[src/rtl/csa_word_sequencer.sv]
// Multi-byte add/subtract sequencer: streams operands byte-by-byte (LSB first)
// through one 8-bit conditional-sum adder, chaining the carry in a register.

module conditional_sum_adder (
  input  logic [7:0] a,
  input  logic [7:0] b,
  input  logic       cin,
  output logic [7:0] s,
  output logic       cout
);
  logic [4:0] lo0_s, lo1_s, hi0_s, hi1_s, lo_s, hi_s;

  // Each nibble is summed for both possible carries; the real carry then selects.
  assign lo0_s = {1'b0, a[3:0]} + {1'b0, b[3:0]};
  assign lo1_s = {1'b0, a[3:0]} + {1'b0, b[3:0]} + 5'd1;
  assign hi0_s = {1'b0, a[7:4]} + {1'b0, b[7:4]};
  assign hi1_s = {1'b0, a[7:4]} + {1'b0, b[7:4]} + 5'd1;
  assign lo_s  = cin      ? lo1_s : lo0_s;
  assign hi_s  = lo_s[4]  ? hi1_s : hi0_s;
  assign s     = {hi_s[3:0], lo_s[3:0]};
  assign cout  = hi_s[4];
endmodule

module csa_word_sequencer #(
  parameter int WORDS = 4
) (
  input  logic               clk,
  input  logic               rst_n,
  input  logic               start_valid,
  output logic               start_ready,
  input  logic [8*WORDS-1:0] x,
  input  logic [8*WORDS-1:0] y,
  input  logic               cin,
  input  logic               sub,
  output logic               result_valid,
  input  logic               result_ready,
  output logic [8*WORDS-1:0] sum,
  output logic               cout,
  output logic               overflow,
  output logic               busy
);
  localparam int W     = 8 * WORDS;
  localparam int IDX_W = (WORDS > 1) ? $clog2(WORDS) : 1;

  typedef enum logic [1:0] {
    IDLE = 2'd0,
    RUN  = 2'd1,
    DONE = 2'd2
  } state_t;

  state_t           state_r;
  logic [IDX_W-1:0] idx_r;
  logic             carry_r;
  logic [W-1:0]     xa_r, yb_r, sum_r;
  logic             cout_r, overflow_r;
  logic             start_ready_r, result_valid_r, busy_r;

  logic [W-1:0]     x_shift_s, y_shift_s;
  logic [7:0]       x_byte_s, y_byte_s, add_sum_s;
  logic             add_cout_s;

  // Select the current byte of the captured operands.
  always_comb begin
    x_shift_s = xa_r >> {idx_r, 3'b000};
    y_shift_s = yb_r >> {idx_r, 3'b000};
    x_byte_s  = x_shift_s[7:0];
    y_byte_s  = y_shift_s[7:0];
  end

  conditional_sum_adder u_adder (
    .a    (x_byte_s),
    .b    (y_byte_s),
    .cin  (carry_r),
    .s    (add_sum_s),
    .cout (add_cout_s)
  );

  // Sequencer FSM with all outputs registered.
  always_ff @(posedge clk or negedge rst_n) begin
    if (!rst_n) begin
      state_r        <= IDLE;
      idx_r          <= {IDX_W{1'b0}};
      carry_r        <= 1'b0;
      xa_r           <= {W{1'b0}};
      yb_r           <= {W{1'b0}};
      sum_r          <= {W{1'b0}};
      cout_r         <= 1'b0;
      overflow_r     <= 1'b0;
      start_ready_r  <= 1'b1;
      result_valid_r <= 1'b0;
      busy_r         <= 1'b0;
    end else begin
      case (state_r)
        IDLE: begin
          if (start_valid) begin
            xa_r          <= x;
            yb_r          <= sub ? ~y : y;
            carry_r       <= sub ? 1'b1 : cin;
            idx_r         <= {IDX_W{1'b0}};
            state_r       <= RUN;
            start_ready_r <= 1'b0;
            busy_r        <= 1'b1;
          end
        end
        RUN: begin
          for (int i = 0; i < WORDS; i++) begin
            if (idx_r == IDX_W'(i)) sum_r[8*i +: 8] <= add_sum_s;
          end
          carry_r <= add_cout_s;
          idx_r   <= idx_r + IDX_W'(1);
          if (idx_r == IDX_W'(WORDS - 1)) begin
            cout_r         <= add_cout_s;
            // Signed overflow: equal operand signs but result sign differs.
            overflow_r     <= (xa_r[W-1] == yb_r[W-1]) && (add_sum_s[7] != xa_r[W-1]);
            state_r        <= DONE;
            result_valid_r <= 1'b1;
          end
        end
        DONE: begin
          if (result_ready) begin
            state_r        <= IDLE;
            result_valid_r <= 1'b0;
            busy_r         <= 1'b0;
            start_ready_r  <= 1'b1;
          end
        end
        default: begin
          state_r        <= IDLE;
          result_valid_r <= 1'b0;
          busy_r         <= 1'b0;
          start_ready_r  <= 1'b1;
        end
      endcase
    end
  end

  assign start_ready  = start_ready_r;
  assign result_valid = result_valid_r;
  assign busy         = busy_r;
  assign sum          = sum_r;
  assign cout         = cout_r;
  assign overflow     = overflow_r;
endmodule
[config.mk]
export PLATFORM = sky130hd
export DESIGN_NAME = csa_word_sequencer
export DESIGN_NICKNAME = d
export VERILOG_FILES = /design/src/rtl/csa_word_sequencer.sv
export SDC_FILE = /design/constraint.sdc
export NUM_CORES = 1
export LEC_CHECK = 0
export ABC_AREA = 1
export CAP_MARGIN = 20
export CELL_PAD_IN_SITES_DETAIL_PLACEMENT = 0
export CELL_PAD_IN_SITES_GLOBAL_PLACEMENT = 2
export CORE_UTILIZATION = 32
export CTS_CLUSTER_DIAMETER = 40
export CTS_CLUSTER_SIZE = 28
export DETAILED_ROUTE_END_ITERATION = 10
export PLACE_DENSITY = 0.84
export REMOVE_ABC_BUFFERS = 1
export SETUP_SLACK_MARGIN = 0.3
export SLEW_MARGIN = 20
export SYNTH_ARGS = -nofsm -noshare
export SYNTH_HDL_FRONTEND = slang
export SYNTH_SLANG_ARGS = --single-unit
[constraint.sdc]
create_clock -name clk -period 9.3 [get_ports clk]
set_clock_uncertainty 0.1 [all_clocks]
set_input_delay 1.86 -clock clk [delete_from_list [all_inputs] [get_ports clk]]
set_output_delay 1.86 -clock clk [all_outputs]
set_load 0.01 [all_outputs]
=== Yosys cells after proc, flatten, opt, wreduce, memory -nomap -nowiden ===
Index checks and enable logic that the tools add are counted.
W data, S select, Z words.

* Output and inout bits: 37
* Input port bits: 70
* Register bits after elaboration: 106

* Equality and inequality tests: 10
* Mux-type cells: 20
* Reduce and logical (&&, ||, !) cells: 13
* Shift-type cells: 2
* Bitwise operators: 3
* $add $sub $neg: 5

{| class="wikitable"
|+ Operator list
! kind !! number
|-
| $shr A32 B5 Y8 || 2
|-
| $mux W32 || 1
|-
| $not A32 Y32 || 1
|-
| $reduce_and A2 Y1 || 6
|-
| $add A4 B4 Y5 || 2
|-
| $add A5 B1 Y5 const B || 2
|-
| $mux W5 || 2
|-
| $pmux W1 S3 || 3
|-
| $reduce_and A3 Y1 || 3
|-
| $mux W2 || 4
|-
| $mux W1 || 7
|-
| $eq A2 B2 Y1 const B || 3
|-
| $ne A2 B2 Y1 const B || 3
|-
| $pmux W2 S3 || 1
|-
| $eq A2 B1 Y1 const B || 2
|-
| $logic_not A2 Y1 || 2
|-
| $pmux W2 S2 || 1
|-
| $add A2 B1 Y2 const B || 1
|-
| $not A1 Y1 || 2
|-
| $pmux W1 S2 || 1
|-
| $reduce_bool A2 Y1 || 1
|-
| $eq A1 B1 Y1 || 1
|-
| $logic_and A1 B1 Y1 || 1
|-
| $ne A1 B1 Y1 || 1
|}

=== Depth between registers and ports, before layout ===
Gate-level depths: netlist of run 1.

* Depth in word-level cells: 7
* Depth in mapped cells: 19
* Depth with buffers taken out: 17

=== Hierarchy ===
Synthesis of run 1 repeated with hierarchy kept, for this count alone.

* Cell total of the unflattened synthesis: 785
* Area, all modules: 5,604.1 µm²

{| class="wikitable"
|+ By module, submodules not included
! module !! times used !! cells an instance !! area an instance (µm²) !! sequential area each (µm²)
|-
| csa_word_sequencer || 1 || 706 || 5,092.4 || 2,653.8
|-
| conditional_sum_adder || 1 || 79 || 511.7 || 0.0
|}

=== Worst setup path after synthesis of run 1 ===
No wires, ideal clock.

* Kind: reg2reg
* Start point: register idx_r[0]
* End point: register sum_r[13] (netlist: sum[13])
* Clock period less this slack: 2.955 ns
* Cell stages (with the launch flop): 16
* Data arrival time: 2.724 ns
* Setup time: 0.132 ns
* Slack: 6.345 ns
* Required time: 9.068 ns
* Path buffers: 2
* Cells stage by stage: dfrtp_1 > clkbuf_1 > inv_1 > buf_1 > nor2_1 > o22ai_1 > ha_1 > fa_1 > ha_1 > nand2_1 > nor2_2 > nand4_2 > nand2_4 > inv_2 > o21ai_2 > o21ai_1

* Cells in the longest elaborated chain, start to end: 5

{| class="wikitable"
|+ Ends and longest elaborated chain
! what !! line !! text
|-
| start, declared || 52 || <nowiki>logic [IDX_W-1:0] idx_r;</nowiki>
|-
| start signal, assigned || 82 || <nowiki>idx_r <= {IDX_W{1'b0}};</nowiki>
|-
| start signal, assigned || 99 || <nowiki>idx_r <= {IDX_W{1'b0}};</nowiki>
|-
| start signal, assigned || 110 || <nowiki>idx_r <= idx_r + IDX_W'(1);</nowiki>
|-
| $shr A32 B5 Y8 (on tied branches) || 64, 65 ||
|-
| $add A4 B4 Y5 || 14, 15 ||
|-
| $add A5 B1 Y5 || 15 || <nowiki>assign lo1_s = {1'b0, a[3:0]} + {1'b0, b[3:0]} + 5'd1;</nowiki>
|-
| $mux W5 || 18 || <nowiki>assign lo_s = cin ? lo1_s : lo0_s;</nowiki>
|-
| $mux W5 || 19 || <nowiki>assign hi_s = lo_s[4] ? hi1_s : hi0_s;</nowiki>
|-
| end signal, assigned || 86 || <nowiki>sum_r <= {W{1'b0}};</nowiki>
|-
| end signal, assigned by index || 107 || <nowiki>if (idx_r == IDX_W'(i)) sum_r[8*i +: 8] <= add_sum_s;</nowiki>
|-
| end, declared || 54 || <nowiki>logic [W-1:0] xa_r, yb_r, sum_r;</nowiki>
|}

Several ways; a longest one is shown, not always the timed one.
A chain may end at the register's enable or synchronous reset.

=== Worst setup path after layout of run 1 ===
* Start point: register idx_r[1]
* End point: register sum_r[13] (netlist: sum[13])

The elaborated chain is that of the path after synthesis.

==> impl_metrics.py, run 1 <==
metrics = {
    "timing": {
        "setup_slack_ps": 5710,
        "max_freq_mhz": 279,
        "hold_viol_final": 0,
        "fin_crit_ps": 3590,
        "final-setup-viol-count": 0,
        "worst_pin_slew_ps": 942,
        "final_max_slew_viol_count": 0,
        "tns_ps": 0,
        "rsz0062_at_grt": "false",
        "maxSlewHeadroom": 0.372,
        "post-route-period-util": 0.386,
    },
    "place": {
        "hpwl_mm": 9.28,
        "port-buffer-count": 106,
        "place.gp.congestion": 0.789,
        "preCtsSetupSlack_ps": 5460,
    },
    "cts": {
        "htreeDepth": 3,
        "numClockSinks": 106,
        "cts_buffers": 9,
        "cts_tree": "done",
        "root_buffer": "clkbuf_16",
        "postCtsSetupBuffers": 0,
        "cts-hold-fix-buffers": 0,
        "worstSkewPairLatency_ps": 350,
        "path_clk_slew_ps": 70,
        "cts_buffer_depth": 2,
        "cts_resized": 0,
    },
    "die": {
        "die_h_um": 129,
        "die_w_um": 129,
        "start_util": 0.327,
        "fp-row-count": 46,
        "core_area_mm2": 0.0159,
        "io_pins": 107,
        "design.die.area_mm2": 0.0168,
    },
    "synthesis": {
        "synth-edff-count": 0,
        "ys_types": 29,
        "syn_avg_cell_area_um2": 8.25,
        "yosys_register_bits": 106,
        "synth.most_common_cell": "nand2_1",
        "yosysTopAreaCell": "dfrtp_1",
        "synth.top_cells.by_count": "nand2_1 (248), dfrtp_1 (105), o21ai_0 (77), nor2_1 (40), xnor2_1 (33)",
        "synth_seq_area_share": 0.511,
        "synth_cells": 630,
        "async_reset_ff_frac": 1.00,
        "yosys.area.top_type_share": 0.506,
        "ys_top_cells_by_area": "dfrtp_1 (51%), nand2_1 (18%), o21ai_0 (7.4%)",
        "netlist_area_mm2": 0.00520,
        "ys.flop_type": "dfrtp_1",
        "ys_warn_count": 0,
    },
    "route": {
        "drcViolationCount": 0,
        "routed_wirelength_mm": 12.9,
        "drt-pass1-iter-count": 4,
        "viasPerCell": 4.57,
        "drt_iter0_markers": 285,
        "postRouteAntennaNets": 0,
        "vias": 4302,
        "wl_per_cell_um": 13.7,
    },
    "pwr": {
        "p_switching_mw": 1.35,
        "p_per_area_mw_per_mm2": 431,
        "seqPwrFrac": 0.284,
        "power_mw": 2.91,
        "pwr-share-comb": 0.575,
        "ir_worst_vdd_v": 0.000184,
        "p_leak_nw": 3.21,
        "swShare": 0.463,
        "power.internal_mw": 1.56,
        "clockPowerShare": 0.141,
    },
    "run": {
        "maxCapViolCount": 0,
    },
    "min_path": {
        "hold_depth": 2,
        "worstHoldPathType": "reg -> reg",
    },
    "critical_path": {
        "crit_path_end_kind": "flop",
        "required_ps": 9420,
        "reg2reg_depth": 13,
        "cp-start-kind": "flop",
        "critPathKind": "reg -> reg",
        "cp.arrival_ps": 3710,
        "crit_fanout": 20,
    },
    "global_route": {
        "grt-ovfl-total": 0,
        "grt_pass1_wl_mm": 21.1,
        "antenna_found_initial": 0,
        "grt.total_usage": 0.165,
        "grt_pass1_vias": 4123,
        "grt_max_degree": 100,
    },
    "finish": {
        "drive_above_1_share": 0.0523,
        "antennaDiodeCount": 0,
        "synthToLayoutAreaGrowth_pct": 29.9,
        "final_nets": 807,
        "fillers": 1619,
    },
    "status": {
        "status": "complete, no violations",
    },
}
-- path summary, 6_finish.rpt --
kind                                       from              endpoint  slack, ps
max in group asynchronous                 rst_n  yb_r[12]$_DFFE_PN0P_       6480
min in group asynchronous                 rst_n    sum[3]$_DFFE_PN0P_       1410
hold / removal              sum[17]$_DFFE_PN0P_   sum[17]$_DFFE_PN0P_        380
setup / recovery           idx_r[1]$_DFFE_PN0P_   sum[13]$_DFFE_PN0P_       5710
hold reg to reg             sum[17]$_DFFE_PN0P_   sum[17]$_DFFE_PN0P_        380
setup reg to reg           idx_r[1]$_DFFE_PN0P_   sum[13]$_DFFE_PN0P_       5710
-- power by group through the flow --
| stage | combinational (mW) | sequential, mW | clock, mW |
|---|---|---|---|
| after detailed placement | 1.69 | 0.835 | 0 |
| after CTS | 1.70 | 0.828 | 0.425 |
| after global placement | 1.66 | 0.832 | 0 |
| final | 1.67 | 0.826 | 0.410 |
| after global routing | 1.89 | 0.853 | 0.441 |
| after floorplan | 1.11 | 0.836 | 0 |
-- sequential cells by signal (all words and copies together) (netlist names) --
register and count:
cout 1, overflow 1, state_r 2, result_valid 1
idx_r 2, xa_r 32, busy 1, sum 32
start_ready 1, yb_r 32, carry_r 1
-- layout by cell type (no fill, tap or decap), types with 2 or more instances in the layout --
cell type	count
o21ai_0	77
clkdlybuf4s50_1	104
ha_1	14
nand3_1	12
clkinv_2	2
bufinv_16	2
o21ai_2	2
clkbuf_16	9
nand2_1	247
nand4_1	2
inv_2	2
buf_4	5
o21ai_1	3
nand2_2	6
o22ai_1	17
fa_1	2
nor2_1	40
inv_1	23
dfrtp_1	105
xnor2_1	33
xor2_1	2
a21oi_1	3
-- layer usage --
metal / vias to the layer above / routed length, µm / track usage
met2: 108 / 5770 / 0.259
met5: - / 0 / 0
li1: 2196 / - / -
met3: 13 / 518 / 0.0285
met1: 1985 / 6470 / 0.226
met4: 0 / 190 / 0.0622
-- cells by family after synthesis --
| kind of cell | share of synthesized area |
|---|---|
| simple gates | 0.236 |
| flops | 0.511 |
| compound gates | 0.105 |
| buf+inv | 0.0424 |
| xor+xnor | 0.0621 |
| fa+ha+maj | 0.0414 |
| mux | 0.00217 |
-- per-stage QoR --
| stage | util | hold slack, ps | instances | cell area [µm²] |
|---|---|---|---|---|
| 6_report | 0.425 | 377 | 942 | 6750 |
| 5_1_grt | 0.425 | 394 | 942 | 6750 |
| 4_1_cts | 0.425 | 379 | 942 | 6750 |
| 3_5_place_dp | 0.405 | 360 | 926 | 6430 |
| 3_3_place_gp | 0.405 | 356 | 926 | 6430 |
| 2_1_floorplan | - | 344 | 600 | 5070 |
-- area by class of cell --
cell class,instances,area [µm²],share of cell area
Clock inverter,5,77.6,0.0115
Timing Repair Buffer,110,1080,0.160
Clock buffer,11,243,0.0360
Multi-Input combinational cell,468,2330,0.345
Tap cell,216,270,0.0400
Sequential cell,106,2650,0.393
Inverter,26,97.6,0.0145
-- worst max-delay path: stages (launching register included) --
cell and delay (ps):
dfrtp_1 770, inv_1 490, o21ai_0 190, o22ai_1 110, ha_1 240, fa_1 530, ha_1 150, nand2_1 80
nor2_2 150, nand4_2 160, nand2_4 150, inv_2 60, o21ai_2 190, o21ai_1 90
(Power assumes the default switching activity.)
==> run 2: changes to the inputs <==
Settings changed: CORE_UTILIZATION 32 to 30, PLACE_DENSITY 0.84 to 0.8.
Clock period 9.3 ns to 3.45 ns, I/O delays scaled along.
==> impl_metrics.py, run 2 (same netlist as run 1, synthesis figures left out) <==
metrics = {
    "timing": {
        "final-setup-viol-count": 0,
        "fin_crit_ps": 2920,
        "worst_pin_slew_ps": 708,
        "final_max_slew_viol_count": 0,
        "hold_viol_final": 0,
        "maxSlewHeadroom": 0.528,
        "max_freq_mhz": 342,
        "post-route-period-util": 0.847,
        "rsz0062_at_grt": "false",
        "tns_ps": 0,
    },
    "cts": {
        "cts_buffer_depth": 2,
        "cts_tree": "done",
        "postCtsSetupBuffers": 0,
        "worstSkewPairLatency_ps": 350,
        "htreeDepth": 3,
        "cts_buffers": 9,
        "cts-hold-fix-buffers": 0,
        "root_buffer": "clkbuf_16",
        "numClockSinks": 106,
        "cts_resized": 0,
        "path_clk_slew_ps": 70,
    },
    "run": {
        "maxCapViolCount": 0,
    },
    "die": {
        "io_pins": 107,
        "design.die.area_mm2": 0.0179,
        "fp-row-count": 47,
        "die_w_um": 134,
        "start_util": 0.310,
        "core_area_mm2": 0.0168,
        "die_h_um": 134,
    },
    "status": {
        "status": "complete, no violations",
    },
    "pwr": {
        "p_per_area_mw_per_mm2": 1150,
        "power.internal_mw": 4.22,
        "ir_worst_vdd_v": 0.000498,
        "power_mw": 7.88,
        "pwr-share-comb": 0.582,
        "clockPowerShare": 0.134,
        "seqPwrFrac": 0.283,
        "swShare": 0.464,
        "p_switching_mw": 3.66,
        "p_leak_nw": 3.24,
    },
    "route": {
        "drcViolationCount": 0,
        "vias": 4327,
        "viasPerCell": 4.54,
        "drt_iter0_markers": 217,
        "routed_wirelength_mm": 13.2,
        "drt-pass1-iter-count": 4,
        "postRouteAntennaNets": 0,
        "wl_per_cell_um": 13.8,
    },
    "critical_path": {
        "rr_endpoint": "sum[5]$_DFFE_PN0P_",
        "crit_slowest_cell": "fa_1",
        "path_cells": "buf_4, o21ai_0, o22ai_1, ha_2, fa_1, ha_1, nand2_1, nor2_2, nand4_2, nand2_4, inv_2, o21ai_2, o21ai_1",
        "critPathMaxStageDelay_ps": 580,
        "crit_family": "adder cells",
        "cp-start-kind": "flop",
        "required_ps": 3560,
        "critPathKind": "reg -> reg",
        "cp.arrival_ps": 3040,
        "crit_path_end_kind": "flop",
        "cp-startpoint": "idx_r[0]$_DFFE_PN0P_",
        "rr_startpoint": "idx_r[0]$_DFFE_PN0P_",
        "crit_fanout": 16,
        "r2r_setup_slack_ps": 530,
        "cp_num_buf_inv": 2,
        "crit_end": "sum[5]$_DFFE_PN0P_",
        "crit_cells": 13,
        "reg2reg_depth": 13,
    },
    "finish": {
        "final_cell_mix": "nand2_1 (247), dfrtp_1 (105), clkdlybuf4s50_1 (104)",
        "fin_cells": 954,
        "synthToLayoutAreaGrowth_pct": 31.3,
        "final_nets": 815,
        "antennaDiodeCount": 0,
        "final_common_cell": "nand2_1",
        "drive_above_1_share": 0.0640,
        "fin_area_mm2": 0.00683,
        "fillers": 1697,
    },
    "place": {
        "hpwl_mm": 9.77,
        "place.gp.congestion": 0.793,
        "port-buffer-count": 106,
        "dp.cells": 938,
        "placed_area_mm2": 0.00651,
    },
    "global_route": {
        "grt_max_degree": 57,
        "grt_pass1_vias": 4198,
        "grt-ovfl-total": 0,
        "antenna_found_initial": 1,
        "grt_pass1_wl_mm": 22.0,
        "grt.total_usage": 0.158,
    },
    "min_path": {
        "worstHoldPathType": "in -> async",
    },
}
[run 2: cell count changes in the layout (fill, tap and decap cells not counted)]
| cell | delta |
|---|---|
| buf_12 | +1 |
| buf_4 | +6 |
| buf_6 | +1 |
| bufinv_16 | -1 |
| clkbuf_1 | +1 |
| clkbuf_8 | +1 |
| clkinv_1 | -1 |
| clkinv_2 | -2 |
| clkinv_4 | +2 |
| ha_1 | -1 |
| ha_2 | +1 |
| o21ai_0 | -1 |
| o21ai_1 | +1 |
[run 2: power groups by stage]
stage / Sequential [mW] / Combinational [mW] / Clock, mW
floorplan: 2.25 / 2.98 / 0
global placement: 2.25 / 4.52 / 0
detailed placement: 2.25 / 4.61 / 0
CTS: 2.23 / 4.64 / 1.09
global route: 2.30 / 5.29 / 1.12
finish: 2.23 / 4.59 / 1.06
[run 2: worst reg2reg max path: cells and delay by family, from the launching register on]
family          cells  cell delay [ps]
simple gates        4              470
flops               1              400
fa+ha+maj           3              940
compound gates      4              620
buf+inv             2              260
[run 2: metal layers]
metal | vias up | wire length (µm) | part of all wire | global-route usage
li1 | 2213 | - | - | -
met1 | 1990 | 6730 | 0.51 | 0.226
met2 | 106 | 5650 | 0.43 | 0.238
met3 | 16 | 562 | 0.043 | 0.0285
met4 | 2 | 227 | 0.017 | 0.0568
met5 | - | 13 | 0.00099 | 0
[run 2: worst min-delay path by stage]
| stage | start | endpoint | slack, ps |
|---|---|---|---|
| floorplan | rst_n | busy$_DFFE_PN0P_ | 290 |
| global placement | xa_r[19]$_DFFE_PN0P_ | xa_r[19]$_DFFE_PN0P_ | 360 |
| detailed placement | xa_r[14]$_DFFE_PN0P_ | xa_r[14]$_DFFE_PN0P_ | 360 |
| CTS | rst_n | sum[2]$_DFFE_PN0P_ | 300 |
| global route | rst_n | sum[2]$_DFFE_PN0P_ | 330 |
| finish | rst_n | sum[2]$_DFFE_PN0P_ | 280 |
[run 2: cell type report]
| type | count | area, µm² | share of cell area |
|---|---|---|---|
| repair buffers | 118 | 1160 | 0.170 |
| inverters | 26 | 101 | 0.0148 |
| clock inverters | 3 | 47.5 | 0.00696 |
| multi-input cells | 468 | 2330 | 0.341 |
| well taps | 220 | 275 | 0.0403 |
| flip-flops and latches | 106 | 2650 | 0.389 |
| clock buffers | 13 | 260 | 0.0381 |
[run 2: per-stage QoR]
step	setup slack (ps)	utilization	hold WS (ps)
floorplan	-157	-	294
global placement	591	0.388	360
detailed placement	510	0.388	361
CTS	474	0.407	302
global route	319	0.407	332
finish	526	0.407	285
==> run 3: changes to the inputs <==
Clock period 3.45 ns to 2.75 ns, I/O delays scaled along.
==> impl_metrics.py, run 3 (same netlist as run 1, synthesis figures left out) <==
metrics = {
    "critical_path": {
        "critPathKind": "reg -> reg",
        "reg2reg_depth": 15,
        "path_cells": "buf_6, nor2_2, o22ai_2, ha_2, fa_1, ha_2, nand2_2, nor2_4, nand3_2, nand2_2, nand2_4, inv_4, nand2_4, o21ai_4, o21ai_1",
        "rr_endpoint": "sum[21]$_DFFE_PN0P_",
        "cp_num_buf_inv": 2,
        "rr_startpoint": "idx_r[0]$_DFFE_PN0P_",
        "cp-start-kind": "flop",
        "crit_family": "adder cells",
        "crit_slowest_cell": "fa_1",
        "cp.arrival_ps": 2850,
        "r2r_setup_slack_ps": 10,
        "crit_path_end_kind": "flop",
        "crit_fanout": 6,
        "required_ps": 2870,
        "critPathMaxStageDelay_ps": 510,
    },
    "finish": {
        "final_common_cell": "nand2_1",
        "final_cell_mix": "nand2_1 (240), dfrtp_1 (104), clkdlybuf4s50_1 (104)",
        "drive_above_1_share": 0.138,
        "antennaDiodeCount": 0,
        "synthToLayoutAreaGrowth_pct": 38.6,
        "final_nets": 841,
    },
    "die": {
        "die_h_um": 134,
        "fp-row-count": 47,
        "design.die.area_mm2": 0.0179,
        "start_util": 0.310,
        "die_w_um": 134,
        "core_area_mm2": 0.0168,
        "io_pins": 107,
    },
    "cts": {
        "root_buffer": "clkbuf_16",
        "numClockSinks": 106,
        "cts_buffers": 9,
        "worstSkewPairLatency_ps": 350,
        "htreeDepth": 3,
        "cts-hold-fix-buffers": 0,
        "path_clk_slew_ps": 70,
        "cts_buffer_depth": 2,
        "cts_tree": "done",
    },
    "status": {
        "status": "complete, no violations",
    },
    "timing": {
        "post-route-period-util": 0.995,
        "hold_viol_final": 0,
        "final-setup-viol-count": 0,
        "max_freq_mhz": 366,
        "hold_ws_ps": 93.7,
        "fin_crit_ps": 2740,
        "maxSlewHeadroom": 0.615,
        "worst_pin_slew_ps": 577,
        "final_max_slew_viol_count": 0,
        "rsz0062_at_grt": "true",
    },
    "route": {
        "wl_per_cell_um": 13.9,
        "drcViolationCount": 0,
        "postRouteAntennaNets": 0,
        "drt-pass1-iter-count": 4,
        "vias": 4415,
        "viasPerCell": 4.51,
        "drt_iter0_markers": 164,
        "routed_wirelength_mm": 13.7,
    },
    "global_route": {
        "grt_pass1_wl_mm": 22.4,
        "antenna_found_initial": 0,
        "grt.total_usage": 0.160,
        "grt_pass1_vias": 4344,
        "grt_max_degree": 100,
        "grt-ovfl-total": 0,
    },
    "pwr": {
        "ir_worst_vdd_v": 0.000644,
        "p_per_area_mw_per_mm2": 1550,
        "power_mw": 11.1,
        "p_leak_nw": 3.40,
    },
    "run": {
        "maxCapViolCount": 0,
    },
    "place": {
        "port-buffer-count": 106,
        "place.gp.congestion": 0.825,
        "hpwl_mm": 10.2,
    },
    "min_path": {
        "worstHoldPathType": "in -> async",
    },
}
==> run 3: where the power goes <==
group / switching, mW / total, mW / internal [mW]
clock network: 0.545 / 1.25 / 0.706
logic: 4.08 / 7.06 / 2.97
registers: 0.501 / 2.83 / 2.32
==> run 3: what timing repair did <==
item / in CTS / in global routing
buffers inserted: 8 / 1
endpoints found under the setup margin: 31 / 31
pin swaps: 11 / 5
gates resized for setup: 40 / 26
==> run 3: area by class of cell <==
class,instances,area [µm²]
clock buffers,13,240
inverters,26,103
well taps,220,275
multi-input cells,468,2500
repair buffers,144,1390
clock inverters,3,42.5
flip-flops and latches,106,2660
fillers,1692,9560
==> run 3: per-stage QoR <==
step	utilization	setup WS [ps]	area [µm²]	cells	TNS, ps
4_1_cts	0.425	33.5	7130	979	0
6_report	0.430	14.5	7200	980	0
3_3_place_gp	0.397	-17.9	6650	955	-146
2_1_floorplan	-	-769	5070	600	-35910
5_1_grt	0.430	-145	7200	980	-1730
3_5_place_dp	0.397	-122	6650	955	-1220
==> run 3: worst max path at each step <==
stage	start	endpoint	slack, ps	cells after the start
after detailed placement	idx_r[0]$_DFFE_PN0P_	sum[21]$_DFFE_PN0P_	-120	14
final	idx_r[0]$_DFFE_PN0P_	sum[21]$_DFFE_PN0P_	10	15
after global routing	idx_r[0]$_DFFE_PN0P_	sum[6]$_DFFE_PN0P_	-150	15
after floorplan	idx_r[0]$_DFFE_PN0P_	sum[13]$_DFFE_PN0P_	-770	13
after CTS	idx_r[0]$_DFFE_PN0P_	sum[21]$_DFFE_PN0P_	30	15
after global placement	idx_r[0]$_DFFE_PN0P_	sum[12]$_DFFE_PN0P_	-20	13
==> run 3: metal layers <==
layer | up-vias | GRT usage | routed length (µm)
li1 | 2255 | - | -
met1 | 2036 | 0.226 | 6820
met2 | 112 | 0.249 | 6130
met3 | 12 | 0.0304 | 522
met4 | 0 | 0.0461 | 186
met5 | - | 0 | 0
